--- config.mk ---
export PLATFORM = sky130hd
export DESIGN_NAME = wb_uart_master
export DESIGN_NICKNAME = d
export VERILOG_FILES = /design/src/rtl/wb_uart_master.sv
export SDC_FILE = /design/constraint.sdc
export NUM_CORES = 1
export LEC_CHECK = 0
export ABC_AREA = 1
export CAP_MARGIN = 20
export CORE_MARGIN = 5
export CORE_UTILIZATION = 56
export CTS_BUF_LIST = sky130_fd_sc_hd__clkbuf_4 sky130_fd_sc_hd__clkbuf_8
export DETAILED_ROUTE_END_ITERATION = 7
export PLACE_DENSITY = 0.91
export SETUP_SLACK_MARGIN = 0.15
export SLEW_MARGIN = 10
export SYNTH_ARGS = -nofsm -noshare
export SYNTH_HDL_FRONTEND = slang
export SYNTH_SLANG_ARGS = --single-unit
--- constraint.sdc ---
create_clock -name clk -period 3.7 [get_ports clk]
set_input_delay 0.74 -clock clk [delete_from_list [all_inputs] [get_ports clk]]
set_output_delay 0.74 -clock clk [all_outputs]
set_load 0.01 [all_outputs]
--- src/rtl/wb_uart_master.sv ---
// UART-to-Wishbone bridge: 8N1 command frames on rx become one 32-bit Wishbone
// read or write each, and the result is returned on tx.
module wb_uart_master #(
    parameter logic [15:0] CLK_DIV = 16'd434,
    parameter logic [15:0] TIMEOUT = 16'd1023
) (
    input  logic        clk,
    input  logic        reset,
    input  logic        rx,
    output logic        tx,
    output logic        wbm_cyc_o,
    output logic        wbm_stb_o,
    output logic        wbm_we_o,
    output logic [3:0]  wbm_sel_o,
    output logic [31:0] wbm_adr_o,
    output logic [31:0] wbm_dat_o,
    input  logic [31:0] wbm_dat_i,
    input  logic        wbm_ack_i,
    output logic        busy,
    output logic        overrun
);

    localparam logic [15:0] LP_BIT_LAST  = CLK_DIV - 16'd1;
    localparam logic [15:0] LP_HALF_LAST = (CLK_DIV >> 1) - 16'd1;
    localparam logic [15:0] LP_TO_LAST   = TIMEOUT - 16'd1;

    typedef enum logic [1:0] {RX_IDLE, RX_START, RX_DATA, RX_STOP} rx_state_t;
    typedef enum logic {TX_IDLE, TX_SEND} tx_state_t;
    typedef enum logic [2:0] {S_IDLE, S_GET_ADDR, S_GET_DATA, S_BUS, S_RESP} state_t;

    // ---------------- receiver ----------------
    logic        r_rx_meta, r_rx_sync, r_rx_prev;
    rx_state_t   r_rx_state, w_rx_next;
    logic [15:0] r_rx_cnt;
    logic [2:0]  r_rx_bit;
    logic [7:0]  r_rx_shift, r_rx_data;
    logic        r_byte_valid, r_frame_err;
    logic        w_rx_tick, w_rx_half;

    assign w_rx_tick = (r_rx_cnt == LP_BIT_LAST);
    assign w_rx_half = (r_rx_cnt == LP_HALF_LAST);

    always_ff @(posedge clk) begin
        if (reset) begin
            r_rx_meta  <= 1'b1;
            r_rx_sync  <= 1'b1;
            r_rx_prev  <= 1'b1;
            r_rx_state <= RX_IDLE;
        end else begin
            r_rx_meta  <= rx;
            r_rx_sync  <= r_rx_meta;
            r_rx_prev  <= r_rx_sync;
            r_rx_state <= w_rx_next;
        end
    end

    always_comb begin
        w_rx_next = r_rx_state;
        case (r_rx_state)
            RX_IDLE:  if (r_rx_prev && !r_rx_sync) w_rx_next = RX_START;
            RX_START: if (w_rx_half) w_rx_next = r_rx_sync ? RX_IDLE : RX_DATA;
            RX_DATA:  if (w_rx_tick && (r_rx_bit == 3'd7)) w_rx_next = RX_STOP;
            RX_STOP:  if (w_rx_tick) w_rx_next = RX_IDLE;
            default:  w_rx_next = RX_IDLE;
        endcase
    end

    always_ff @(posedge clk) begin
        if (reset) begin
            r_rx_cnt     <= '0;
            r_rx_bit     <= '0;
            r_rx_shift   <= '0;
            r_rx_data    <= '0;
            r_byte_valid <= 1'b0;
            r_frame_err  <= 1'b0;
        end else begin
            r_byte_valid <= 1'b0;
            r_frame_err  <= 1'b0;
            case (r_rx_state)
                RX_IDLE: begin
                    r_rx_cnt <= '0;
                    r_rx_bit <= '0;
                end
                RX_START: r_rx_cnt <= w_rx_half ? 16'd0 : r_rx_cnt + 16'd1;
                RX_DATA: begin
                    if (w_rx_tick) begin
                        r_rx_cnt   <= '0;
                        r_rx_shift <= {r_rx_sync, r_rx_shift[7:1]};
                        r_rx_bit   <= r_rx_bit + 3'd1;
                    end else begin
                        r_rx_cnt <= r_rx_cnt + 16'd1;
                    end
                end
                RX_STOP: begin
                    if (w_rx_tick) begin
                        r_rx_cnt     <= '0;
                        r_byte_valid <= r_rx_sync;
                        r_frame_err  <= !r_rx_sync;
                        r_rx_data    <= r_rx_shift;
                    end else begin
                        r_rx_cnt <= r_rx_cnt + 16'd1;
                    end
                end
                default: r_rx_cnt <= '0;
            endcase
        end
    end

    // ---------------- transmitter ----------------
    tx_state_t   r_tx_state, w_tx_next;
    logic [15:0] r_tx_cnt;
    logic [3:0]  r_tx_bitn;
    logic [9:0]  r_tx_shift;
    logic        w_tx_done, w_tx_start;
    logic [7:0]  w_tx_byte;

    assign w_tx_done = (r_tx_state == TX_SEND) && (r_tx_cnt == LP_BIT_LAST) && (r_tx_bitn == 4'd9);
    assign tx        = (r_tx_state == TX_SEND) ? r_tx_shift[0] : 1'b1;

    always_ff @(posedge clk) begin
        if (reset) r_tx_state <= TX_IDLE;
        else       r_tx_state <= w_tx_next;
    end

    always_comb begin
        w_tx_next = r_tx_state;
        if (w_tx_start)     w_tx_next = TX_SEND;
        else if (w_tx_done) w_tx_next = TX_IDLE;
    end

    // A start on the done cycle reloads the shifter so bytes run back-to-back.
    always_ff @(posedge clk) begin
        if (reset) begin
            r_tx_cnt   <= '0;
            r_tx_bitn  <= '0;
            r_tx_shift <= '1;
        end else if (w_tx_start) begin
            r_tx_cnt   <= '0;
            r_tx_bitn  <= '0;
            r_tx_shift <= {1'b1, w_tx_byte, 1'b0};
        end else if (r_tx_state == TX_SEND) begin
            if (r_tx_cnt == LP_BIT_LAST) begin
                r_tx_cnt   <= '0;
                r_tx_bitn  <= r_tx_bitn + 4'd1;
                r_tx_shift <= {1'b1, r_tx_shift[9:1]};
            end else begin
                r_tx_cnt <= r_tx_cnt + 16'd1;
            end
        end
    end

    // ---------------- command FSM ----------------
    state_t      r_state, w_next;
    logic        r_we, r_cyc, r_err, r_overrun;
    logic [31:0] r_adr, r_dat, r_rdata;
    logic [1:0]  r_byte_cnt;
    logic [15:0] r_to_cnt;
    logic [2:0]  r_resp_left;
    logic        w_is_cmd, w_timeout;

    assign w_is_cmd  = (r_rx_data == 8'h57) || (r_rx_data == 8'h52);
    assign w_timeout = (r_to_cnt == LP_TO_LAST);

    always_ff @(posedge clk) begin
        if (reset) r_state <= S_IDLE;
        else       r_state <= w_next;
    end

    always_comb begin
        w_next     = r_state;
        w_tx_start = 1'b0;
        w_tx_byte  = r_err ? 8'h45 : (r_we ? 8'h4B : r_rdata[31:24]);
        case (r_state)
            S_IDLE:
                if (r_byte_valid && w_is_cmd) w_next = S_GET_ADDR;
            S_GET_ADDR:
                if (r_frame_err) w_next = S_IDLE;
                else if (r_byte_valid && (r_byte_cnt == 2'd3)) w_next = r_we ? S_GET_DATA : S_BUS;
            S_GET_DATA:
                if (r_frame_err) w_next = S_IDLE;
                else if (r_byte_valid && (r_byte_cnt == 2'd3)) w_next = S_BUS;
            S_BUS:
                if (r_cyc && (wbm_ack_i || w_timeout)) w_next = S_RESP;
            S_RESP:
                if ((r_resp_left != 3'd0) && ((r_tx_state == TX_IDLE) || w_tx_done)) w_tx_start = 1'b1;
                else if ((r_resp_left == 3'd0) && w_tx_done) w_next = S_IDLE;
            default: w_next = S_IDLE;
        endcase
    end

    always_ff @(posedge clk) begin
        if (reset) begin
            r_we        <= 1'b0;
            r_cyc       <= 1'b0;
            r_err       <= 1'b0;
            r_overrun   <= 1'b0;
            r_adr       <= '0;
            r_dat       <= '0;
            r_rdata     <= '0;
            r_byte_cnt  <= '0;
            r_to_cnt    <= '0;
            r_resp_left <= '0;
        end else begin
            r_overrun <= r_byte_valid && ((r_state == S_BUS) || (r_state == S_RESP));
            case (r_state)
                S_IDLE:
                    if (r_byte_valid && w_is_cmd) begin
                        r_we       <= (r_rx_data == 8'h57);
                        r_byte_cnt <= '0;
                    end
                S_GET_ADDR:
                    if (r_byte_valid && !r_frame_err) begin
                        r_adr      <= {r_adr[23:0], r_rx_data};
                        r_byte_cnt <= r_byte_cnt + 2'd1;
                        if ((r_byte_cnt == 2'd3) && !r_we) begin
                            r_cyc    <= 1'b1;
                            r_to_cnt <= '0;
                            r_err    <= 1'b0;
                        end
                    end
                S_GET_DATA:
                    if (r_byte_valid && !r_frame_err) begin
                        r_dat      <= {r_dat[23:0], r_rx_data};
                        r_byte_cnt <= r_byte_cnt + 2'd1;
                        if (r_byte_cnt == 2'd3) begin
                            r_cyc    <= 1'b1;
                            r_to_cnt <= '0;
                            r_err    <= 1'b0;
                        end
                    end
                S_BUS:
                    if (r_cyc && wbm_ack_i) begin
                        r_cyc       <= 1'b0;
                        r_rdata     <= wbm_dat_i;
                        r_resp_left <= r_we ? 3'd1 : 3'd4;
                    end else if (r_cyc && w_timeout) begin
                        r_cyc       <= 1'b0;
                        r_err       <= 1'b1;
                        r_resp_left <= 3'd1;
                    end else begin
                        r_to_cnt <= r_to_cnt + 16'd1;
                    end
                S_RESP:
                    if (w_tx_start) begin
                        r_resp_left <= r_resp_left - 3'd1;
                        r_rdata     <= {r_rdata[23:0], 8'h00};
                    end
                default: r_cyc <= 1'b0;
            endcase
        end
    end

    assign wbm_cyc_o = r_cyc;
    assign wbm_stb_o = r_cyc;
    assign wbm_we_o  = r_we;
    assign wbm_sel_o = r_cyc ? 4'hF : 4'h0;
    assign wbm_adr_o = r_adr;
    assign wbm_dat_o = r_dat;
    assign busy      = (r_state != S_IDLE);
    assign overrun   = r_overrun;

endmodule

==> impl_metrics.ini, run 1 <==
[clocking]
cts_sinks = 196
clk-insertion-delay-late_ns = 0.49
cts_root_buffer = clkbuf_8
post-cts-setup-buffers = 0
cts_tree = yes
ctsHoldBuffers = 0
post_cts_resized = 0
numCtsBuffers = 17
path_clk_slew_ns = 0.10
cts.path.max_buffers = 2
cts_max_level = 4

[critical_path]
arrival_ns = 1.93
critPathMaxFanout = 3
r2r_start = r_tx_cnt[0]$_SDFFE_PP0P_
rrSetupSlack_ns = 1.28
crit_type = flip-flop to primary output
worstPathRequired_ns = 2.96
rr_worst_depth = 11
end_kind = primary output
critical_path.reg2reg.endpoint = r_rdata[29]$_SDFFE_PP0P_
crit_path_start_kind = flip-flop

[min_path]
min_to = r_rx_sync$_SDFF_PP1_
worstHoldStart = r_rx_meta$_SDFF_PP1_
hold_path.class = flip-flop to flip-flop
holdPathStages = 1

[yosys]
synth_edf_count = 0
synthesis.area_um2 = 8710
ys_ff_latch = 196
yosys-top-cells-area = dfxtp_1 (45%), nor2_1 (12%), nand2_1 (9.1%)
yosys_most_used_dff = dfxtp_1
syn_avg_cell_area_um2 = 7.10
ys_async_sr_fraction_pct = 0
ys_seq_area_share_pct = 45.1
ys_types = 42
postSynthCellCount = 1226
synth_warnings = 0
synth_top_area_share_pct = 45.1
yosys.area.top_type = dfxtp_1
syn_nets = 1276

[die]
num_rows = 45
die_height_um = 135
ios = 110
initial_utilization_pct = 57.3
coreArea_um2 = 15200
die_w_um = 135
dieArea_um2 = 18100

[detailed_routing]
vias = 8068
via_per_inst = 5.37
drtPass1Iterations = 5
drc = 0
initialDrtViolationCount = 616
ant_nets = 0
wl_um = 20100
wl_per_cell_um = 13.4

[timing]
whs_ns = 0.433
setup_viol = 0
setup_tns_ns = 0
setup_slack_ns = 1.03
fin_crit_ns = 2.67
fmax_mhz = 374
rsz0062_at_grt = false
max_slew_margin_pct = 41.3
hold_violations = 0
tightest_slew_ns = 0.875
finalCritPeriodShare_pct = 72.2
slew_violations = 0
clock_skew_ns = 0.0167

[run_status]
status = finished clean

[place]
numPortBuffers = 109
place_ws_ns = 1.06
dpl.hpwl_um = 13800
place_inst = 1471
place_area_um2 = 9800
routabilityCongestion = 0.875

[grt]
grt_remaining_overflow = 0
grt_pass1_wl_um = 34000
grtUsageTotal_pct = 22.3
grt_pass1_vias = 7626
antenna_found_initial = 0
grt_start_max_net_pins = 43

[cells_and_area]
fillers = 1185
utilization_pct = 67.4
n_antenna_cell = 0
fin_cells = 1503
drive_gt1_share_pct = 5.32
fin_area_um2 = 10200
area_growth_pct = 17.7
multi_input_area_um2 = 4110
final_net_count = 1352
seq_area_um2 = 3920

[pwr]
p_clk_share_pct = 40.0
seq_power_share_pct = 57.0
irDropWorstVdd_uv = 282
finalPower_mw = 3.72
swShare_pct = 24.3
p_leak_nw = 4.27
comb_power_share_pct = 3.1
powerDensity_nw_per_um2 = 362
switching_power_mw = 0.903
internal_power_mw = 2.81

[job]
max-cap-violations = 0
## power groups by stage
stage          clock (mW)  combinational, mW  sequential [mW]
5_1_grt              1.59              0.126             2.12
4_1_cts              1.51              0.114             2.12
6_report             1.49              0.113             2.12
3_3_place_gp            0              0.112             2.16
2_1_floorplan           0             0.0602             2.16
3_5_place_dp            0              0.113             2.16
## cell families after synthesis
family	after synthesis	synth area share [%]
compound gates	210	12.9
xor+xnor	21	2.11
flops	196	45.1
simple gates	624	30.1
fa+ha+maj	14	2.01
buf+inv	161	7.80
## flip-flops by register name (all words and copies together) (netlist names), 4 cells and up, named ones only
register,cells
r_rx_data,8
wbm_dat_o,32
r_tx_shift,9
r_rdata,32
wbm_adr_o,32
r_tx_cnt,16
r_to_cnt,16
r_tx_bitn,4
r_rx_cnt,16
r_rx_shift,8
## cell usage in the layout (no fill, tap or decap), drive strengths merged, types with 2 or more instances in the layout
cell type,n
a211oi,2
a21oi,63
a22oi,5
buf,8
bufinv,2
clkbuf,17
clkdlybuf4s50,109
clkinv,7
dfxtp,196
ha,14
inv,106
nand2,216
nand3,66
nand3b,2
nand4,17
nor2,280
nor3,22
nor3b,11
nor4,5
o211ai,2
o21ai,128
o21bai,2
o22ai,2
or2,4
xnor2,3
xor2,18
## layer usage
layer	vias to the layer above	part of all wire, %	track usage (%)
li1	4103	-	-
met1	3757	44	27.1
met2	164	49	37.7
met3	44	5.4	5.29
met4	0	2.4	9.62
met5	-	0	0
## how the worst max path moves through the flow
stage / from / endpoint / slack (ns) / cells after the start
after CTS: r_state[1]$_SDFFE_PP0P_ / busy / 1.01 / 5
after floorplan: wbm_ack_i / r_to_cnt[4]$_SDFFE_PP0P_ / 1.86 / 9
after global placement: wbm_ack_i / r_rdata[8]$_SDFFE_PP0P_ / 1.13 / 9
final: r_state[1]$_SDFFE_PP0P_ / busy / 1.03 / 5
after global routing: r_state[1]$_SDFFE_PP0P_ / busy / 0.94 / 5
after detailed placement: wbm_ack_i / r_rdata[11]$_SDFFE_PP0P_ / 1.06 / 9
## layout make-up
type / count / share of cell area, %
multi-input cells: 869 / 40.1
clock buffers: 17 / 2.28
inverters: 101 / 3.70
repair buffers: 117 / 11.2
clock inverters: 15 / 2.10
well taps: 188 / 2.29
flip-flops and latches: 196 / 38.3
## cell usage after synthesis, types with 2 or more instances
master    number
nor2_1       276
nand2_1      212
dfxtp_1      196
o21ai_0      106
inv_1         93
nand3_1       65
a21oi_1       63
clkbuf_1      35
o21ai_1       21
nor3_1        19
xor2_1        18
nand4_1       17
buf_2         15
ha_1          14
nor3b_1       11
inv_2          7
a22oi_1        5
buf_4          5
buf_6          5
nor4_1         5
nand2_2        4
nor2_2         4
or2_2          4
xnor2_1        3
a211oi_1       2
nand3b_1       2
nor3_2         2
o211ai_1       2
o22ai_1        2
## worst max-delay path, stage by stage, from the launching register on
cell             delay (ns)
dfxtp_1                0.34
inv_1                  0.13
nand2_1                0.12
nor2_1                 0.24
inv_1                  0.13
clkdlybuf4s50_1        0.50
Power figures use the tool's default switching activity.
==> run 2, diff against run 1 <==
- CORE_UTILIZATION: 56 -> 52
- PLACE_DENSITY: 0.91 -> 0.89
- clock period: 3.7 -> 2.4 ns (I/O delays scaled with it)
==> run 2 against run 1 <==
Sequential power grew 54%. Utilization shrank 4.6 points. Via count grew 0.97%. Clock power grew 54%. Combinational power grew 58%. Routed wire length grew 2.8%. First-iteration DRC count grew 2.1%. Critical path type unchanged. Critical endpoint unchanged.
==> impl_metrics.ini, run 2 (synthesized netlist as in run 1, its figures left out) <==
[detailed_routing]
wl_per_cell_um = 13.3
drtPass1Iterations = 5
via_per_inst = 5.27
drc = 0
vias = 8146
wl_um = 20600
ant_nets = 0
initialDrtViolationCount = 629

[die]
die_w_um = 139
dieArea_um2 = 19400
num_rows = 47
ios = 110
coreArea_um2 = 16500
initial_utilization_pct = 52.7
die_height_um = 139

[pwr]
seq_power_share_pct = 56.9
p_leak_nw = 4.34
irDropWorstVdd_uv = 474
comb_power_share_pct = 3.1
swShare_pct = 23.2
switching_power_mw = 1.33
powerDensity_nw_per_um2 = 552
internal_power_mw = 4.40
p_clk_share_pct = 40.0

[job]
max-cap-violations = 0

[clocking]
ctsHoldBuffers = 0
cts_tree = yes
cts.path.max_buffers = 2
cts_root_buffer = clkbuf_8
clk-insertion-delay-late_ns = 0.47
path_clk_slew_ns = 0.10
cts_max_level = 4
cts_sinks = 196
numCtsBuffers = 17

[timing]
fin_crit_ns = 2.07
slew_violations = 0
fmax_mhz = 484
clock_skew_ns = 0.0148
tightest_slew_ns = 0.873
rsz0062_at_grt = false
max_slew_margin_pct = 41.7
hold_violations = 0
setup_tns_ns = 0
finalCritPeriodShare_pct = 86.1
setup_viol = 0

[critical_path]
critPathMaxStageDelay_ns = 0.34
crit_path_start_kind = flip-flop
critPathMaxFanout = 3
worstPathRequired_ns = 1.92
crit_chain = inv_1 > nand2_2 > nor2_4 > inv_1 > dlygate4sd2_1
cp_slowest_cell = dfxtp_1
end_kind = primary output
cp_common_cell = inv_1
arrival_ns = 1.59
crit_type = flip-flop to primary output

[grt]
grtUsageTotal_pct = 20.9
grt_pass1_vias = 7404
grt_pass1_wl_um = 34800
antenna_found_initial = 0
grt_start_max_net_pins = 55
grt_remaining_overflow = 0

[min_path]
hold_path.class = flip-flop to flip-flop

[place]
routabilityCongestion = 0.894
place_area_um2 = 9900
numPortBuffers = 109
dpl.hpwl_um = 14300

[cells_and_area]
final_net_count = 1364
drive_gt1_share_pct = 6.56
final_common_cell = nor2_1
fin_area_um2 = 10400
layout_common_cells = nor2_1 (272), nand2_1 (211), dfxtp_1 (193), clkdlybuf4s50_1 (107), o21ai_0 (106)
n_antenna_cell = 0
utilization_pct = 62.8
area_growth_pct = 19.2

[run_status]
status = finished clean
[run 2: changes by cell type in the layout (fill, tap and decap cells not counted), moves of 2 or more]
| cell | delta |
|---|---|
| buf_4 | +12 |
| clkinv_2 | +3 |
| dlygate4sd2_1 | +2 |
| dfxtp_1 | -3 |
| dfxtp_2 | +2 |
| clkdlybuf4s50_1 | -2 |
| clkinv_8 | -4 |
[run 2: area by class of cell]
class	instances	area, um2
fillers	1339	6150
multi-input cells	869	4130
flip-flops and latches	196	3930
repair buffers	129	1240
inverters	101	379
well taps	220	275
clock buffers	17	234
clock inverters	15	194
[run 2: through the flow]
step	setup WS, ns	power, mW	cells	hold slack, ns
floorplan	0.783	3.43	1226	0.389
global placement	0.224	3.51	1511	0.392
detailed placement	0.118	3.51	1511	0.405
CTS	0.172	5.78	1543	0.430
global route	0.219	5.94	1547	0.437
finish	0.333	5.73	1547	0.428
[run 2: power by group through the flow]
stage               Clock [mW]  Sequential, mW  Combinational [mW]
CTS                       2.34            3.26               0.178
global route              2.47            3.26               0.198
finish                    2.29            3.26               0.179
floorplan                    0            3.34              0.0928
detailed placement           0            3.34               0.177
global placement             0            3.34               0.174
[run 2: worst paths after layout]
check	from	slack, ns	depth (start not counted)	to
max	r_state[1]$_SDFFE_PP0P_	0.33	5	busy
min reg2reg	r_rx_meta$_SDFF_PP1_	0.43	1	r_rx_sync$_SDFF_PP1_
max reg2reg	r_tx_cnt[0]$_SDFFE_PP0P_	0.40	10	r_rdata[29]$_SDFFE_PP0P_
min	r_rx_meta$_SDFF_PP1_	0.43	1	r_rx_sync$_SDFF_PP1_
[run 2: metal layers]
layer | global-route usage (%) | wire length, um | vias up
met5 | 0 | 0 | -
met1 | 26.8 | 9030 | 3768
met2 | 34.4 | 9930 | 220
met3 | 5.90 | 1310 | 32
li1 | - | - | 4126
met4 | 6.39 | 382 | 0
[run 2: timing repair]
| action | CTS | global route |
|---|---|---|
| endpoints found under the setup margin | 2 | 19 |
| resized for setup | 8 | 2 |
| pin swaps | 0 | 1 |
| setup buffers | 0 | 4 |
[run 2: critical path: cells and delay by family (launching register included)]
family | cells | cell delay (ns)
buf+inv | 3 | 0.54
flops | 1 | 0.34
simple gates | 2 | 0.24
==> run 3, diff against run 2 <==
- CORE_MARGIN: 5 -> unset
==> run 3 against run 2 <==
Clock skew grew 0.0032 ns. Worst hold slack lost 0.0060 ns. Largest power group unchanged. Clock-buffer cell count is the same. Combinational power is essentially flat. Critical endpoint unchanged. Utilization grew 1.4 points. Flip-flop and latch count is the same. Setup slack lost 0.089 ns.
==> impl_metrics.ini, run 3 (synthesized netlist as in run 1, its figures left out) <==
[run_status]
status = finished clean

[grt]
grtUsageTotal_pct = 23.7
grt_pass1_vias = 7467
antenna_found_initial = 0
grt_remaining_overflow = 0
grt_pass1_wl_um = 34200
grt_start_max_net_pins = 44

[timing]
clock_skew_ns = 0.0180
rsz0062_at_grt = true
hold_violations = 0
setup_viol = 0
tightest_slew_ns = 0.861
fin_crit_ns = 2.16
setup_tns_ns = 0
max_slew_margin_pct = 42.5
slew_violations = 0
finalCritPeriodShare_pct = 89.8
fmax_mhz = 464

[clocking]
path_clk_slew_ns = 0.11
cts_root_buffer = clkbuf_8
cts_max_level = 4
numCtsBuffers = 17
cts.path.max_buffers = 2
clk-insertion-delay-late_ns = 0.48
cts_tree = yes
cts_sinks = 196

[die]
die_height_um = 131
ios = 110
coreArea_um2 = 16100
die_w_um = 131
num_rows = 46
initial_utilization_pct = 54.0
dieArea_um2 = 17300

[critical_path]
cp_num_buf_inv = 3
worstPathRequired_ns = 1.92
crit_chain = inv_1 > nand2_1 > nor2_2 > inv_1 > dlygate4sd2_1
critPathMaxFanout = 3
critical_path_depth = 5
critPathMaxStageDelay_ns = 0.34
endpoint = busy
end_kind = primary output
cp_common_cell = inv_1
cp_slowest_cell = dfxtp_1
r2r_start = r_tx_cnt[0]$_SDFFE_PP0P_
crit_type = flip-flop to primary output
arrival_ns = 1.68
crit_path_start_kind = flip-flop
rr_worst_depth = 10
rrSetupSlack_ns = 0.29
crit_path_start = r_state[1]$_SDFFE_PP0P_
critical_path.reg2reg.endpoint = r_rdata[23]$_SDFFE_PP0P_
cpLargestDelayFamily = buffers and inverters

[pwr]
p_leak_nw = 4.32
irDropWorstVdd_uv = 527
powerDensity_nw_per_um2 = 541
finalPower_mw = 5.60

[detailed_routing]
initialDrtViolationCount = 669
vias = 8119
wl_um = 20300
drtPass1Iterations = 5
ant_nets = 0
drc = 0
wl_per_cell_um = 13.2
via_per_inst = 5.27

[place]
routabilityCongestion = 0.844
numPortBuffers = 109
dpl.hpwl_um = 13800
place_area_um2 = 9910

[cells_and_area]
fin_area_um2 = 10400
layout_common_cells = nor2_1 (272), nand2_1 (212), dfxtp_1 (195), clkdlybuf4s50_1 (107), o21ai_0 (106)
n_antenna_cell = 0
area_growth_pct = 18.9
drive_gt1_share_pct = 6.19
final_common_cell = nor2_1
fillers = 1344
final_net_count = 1362

[min_path]
hold_path.class = flip-flop to flip-flop

[job]
max-cap-violations = 0
run 3: cell types whose count changed in the layout (fill, tap and decap cells not counted), sizes merged:
cell          delta
buf              -2
inv              +4
clkinv           -1
bufinv           -3
dlygate4sd2      -1
dlymetal6s2s     +1
run 3: cell type report:
cell class	count	area (um2)	area share (%)
sequential	196	3930	37.9
tap	216	270	2.61
clock buffer	17	234	2.26
multi-input combinational	869	4110	39.7
timing repair buffer	127	1250	12.1
inverter	101	379	3.66
clock inverter	15	174	1.68
run 3: worst min-delay path by stage:
stage | end | cells after the start | slack, ns | start
2_1_floorplan | r_rx_sync$_SDFF_PP1_ | 1 | 0.39 | r_rx_meta$_SDFF_PP1_
4_1_cts | r_rx_sync$_SDFF_PP1_ | 1 | 0.43 | r_rx_meta$_SDFF_PP1_
5_1_grt | r_rx_sync$_SDFF_PP1_ | 1 | 0.45 | r_rx_meta$_SDFF_PP1_
3_3_place_gp | r_rx_sync$_SDFF_PP1_ | 1 | 0.39 | r_rx_meta$_SDFF_PP1_
3_5_place_dp | r_rx_sync$_SDFF_PP1_ | 1 | 0.40 | r_rx_meta$_SDFF_PP1_
6_report | r_rx_sync$_SDFF_PP1_ | 1 | 0.42 | r_rx_meta$_SDFF_PP1_
run 3: worst register-to-register path, delay by kind of cell, from the launching register on:
family	cells	cell delay, ns
fa+ha+maj	1	0.20
buf+inv	1	0.21
compound gates	1	0.18
simple gates	7	1.03
flops	1	0.42
run 3: through the flow:
| step | setup WS (ns) | hold WS (ns) | util [%] | std cells |
|---|---|---|---|---|
| 2_1_floorplan | 0.783 | 0.389 | - | 1226 |
| 3_3_place_gp | 0.346 | 0.391 | 61.5 | 1506 |
| 3_5_place_dp | 0.297 | 0.399 | 61.5 | 1506 |
| 4_1_cts | 0.161 | 0.426 | 64.1 | 1538 |
| 5_1_grt | 0.0986 | 0.446 | 64.2 | 1541 |
| 6_report | 0.245 | 0.422 | 64.2 | 1541 |
run 3: layer usage:
metal  part of all wire, %  vias to the layer above  GRT usage, %
li1                      -                     4138             -
met1                    44                     3751          28.8
met2                    49                      202          41.4
met3                   5.3                       28          5.75
met4                   1.3                        0          6.46
met5                     0                        -             0
run 3: power by group:
part	switching, mW	leakage, nW	internal, mW
Combinational	0.0952	2.53	0.0826
Sequential	0.00574	1.58	3.26
Clock	1.36	0.207	0.803
run 3: timing repair:
action	CTS	global route
hold buffers	0	0
resized for setup	4	1
setup buffers	0	3
pin swaps	0	1
setup endpoints to repair	2	25
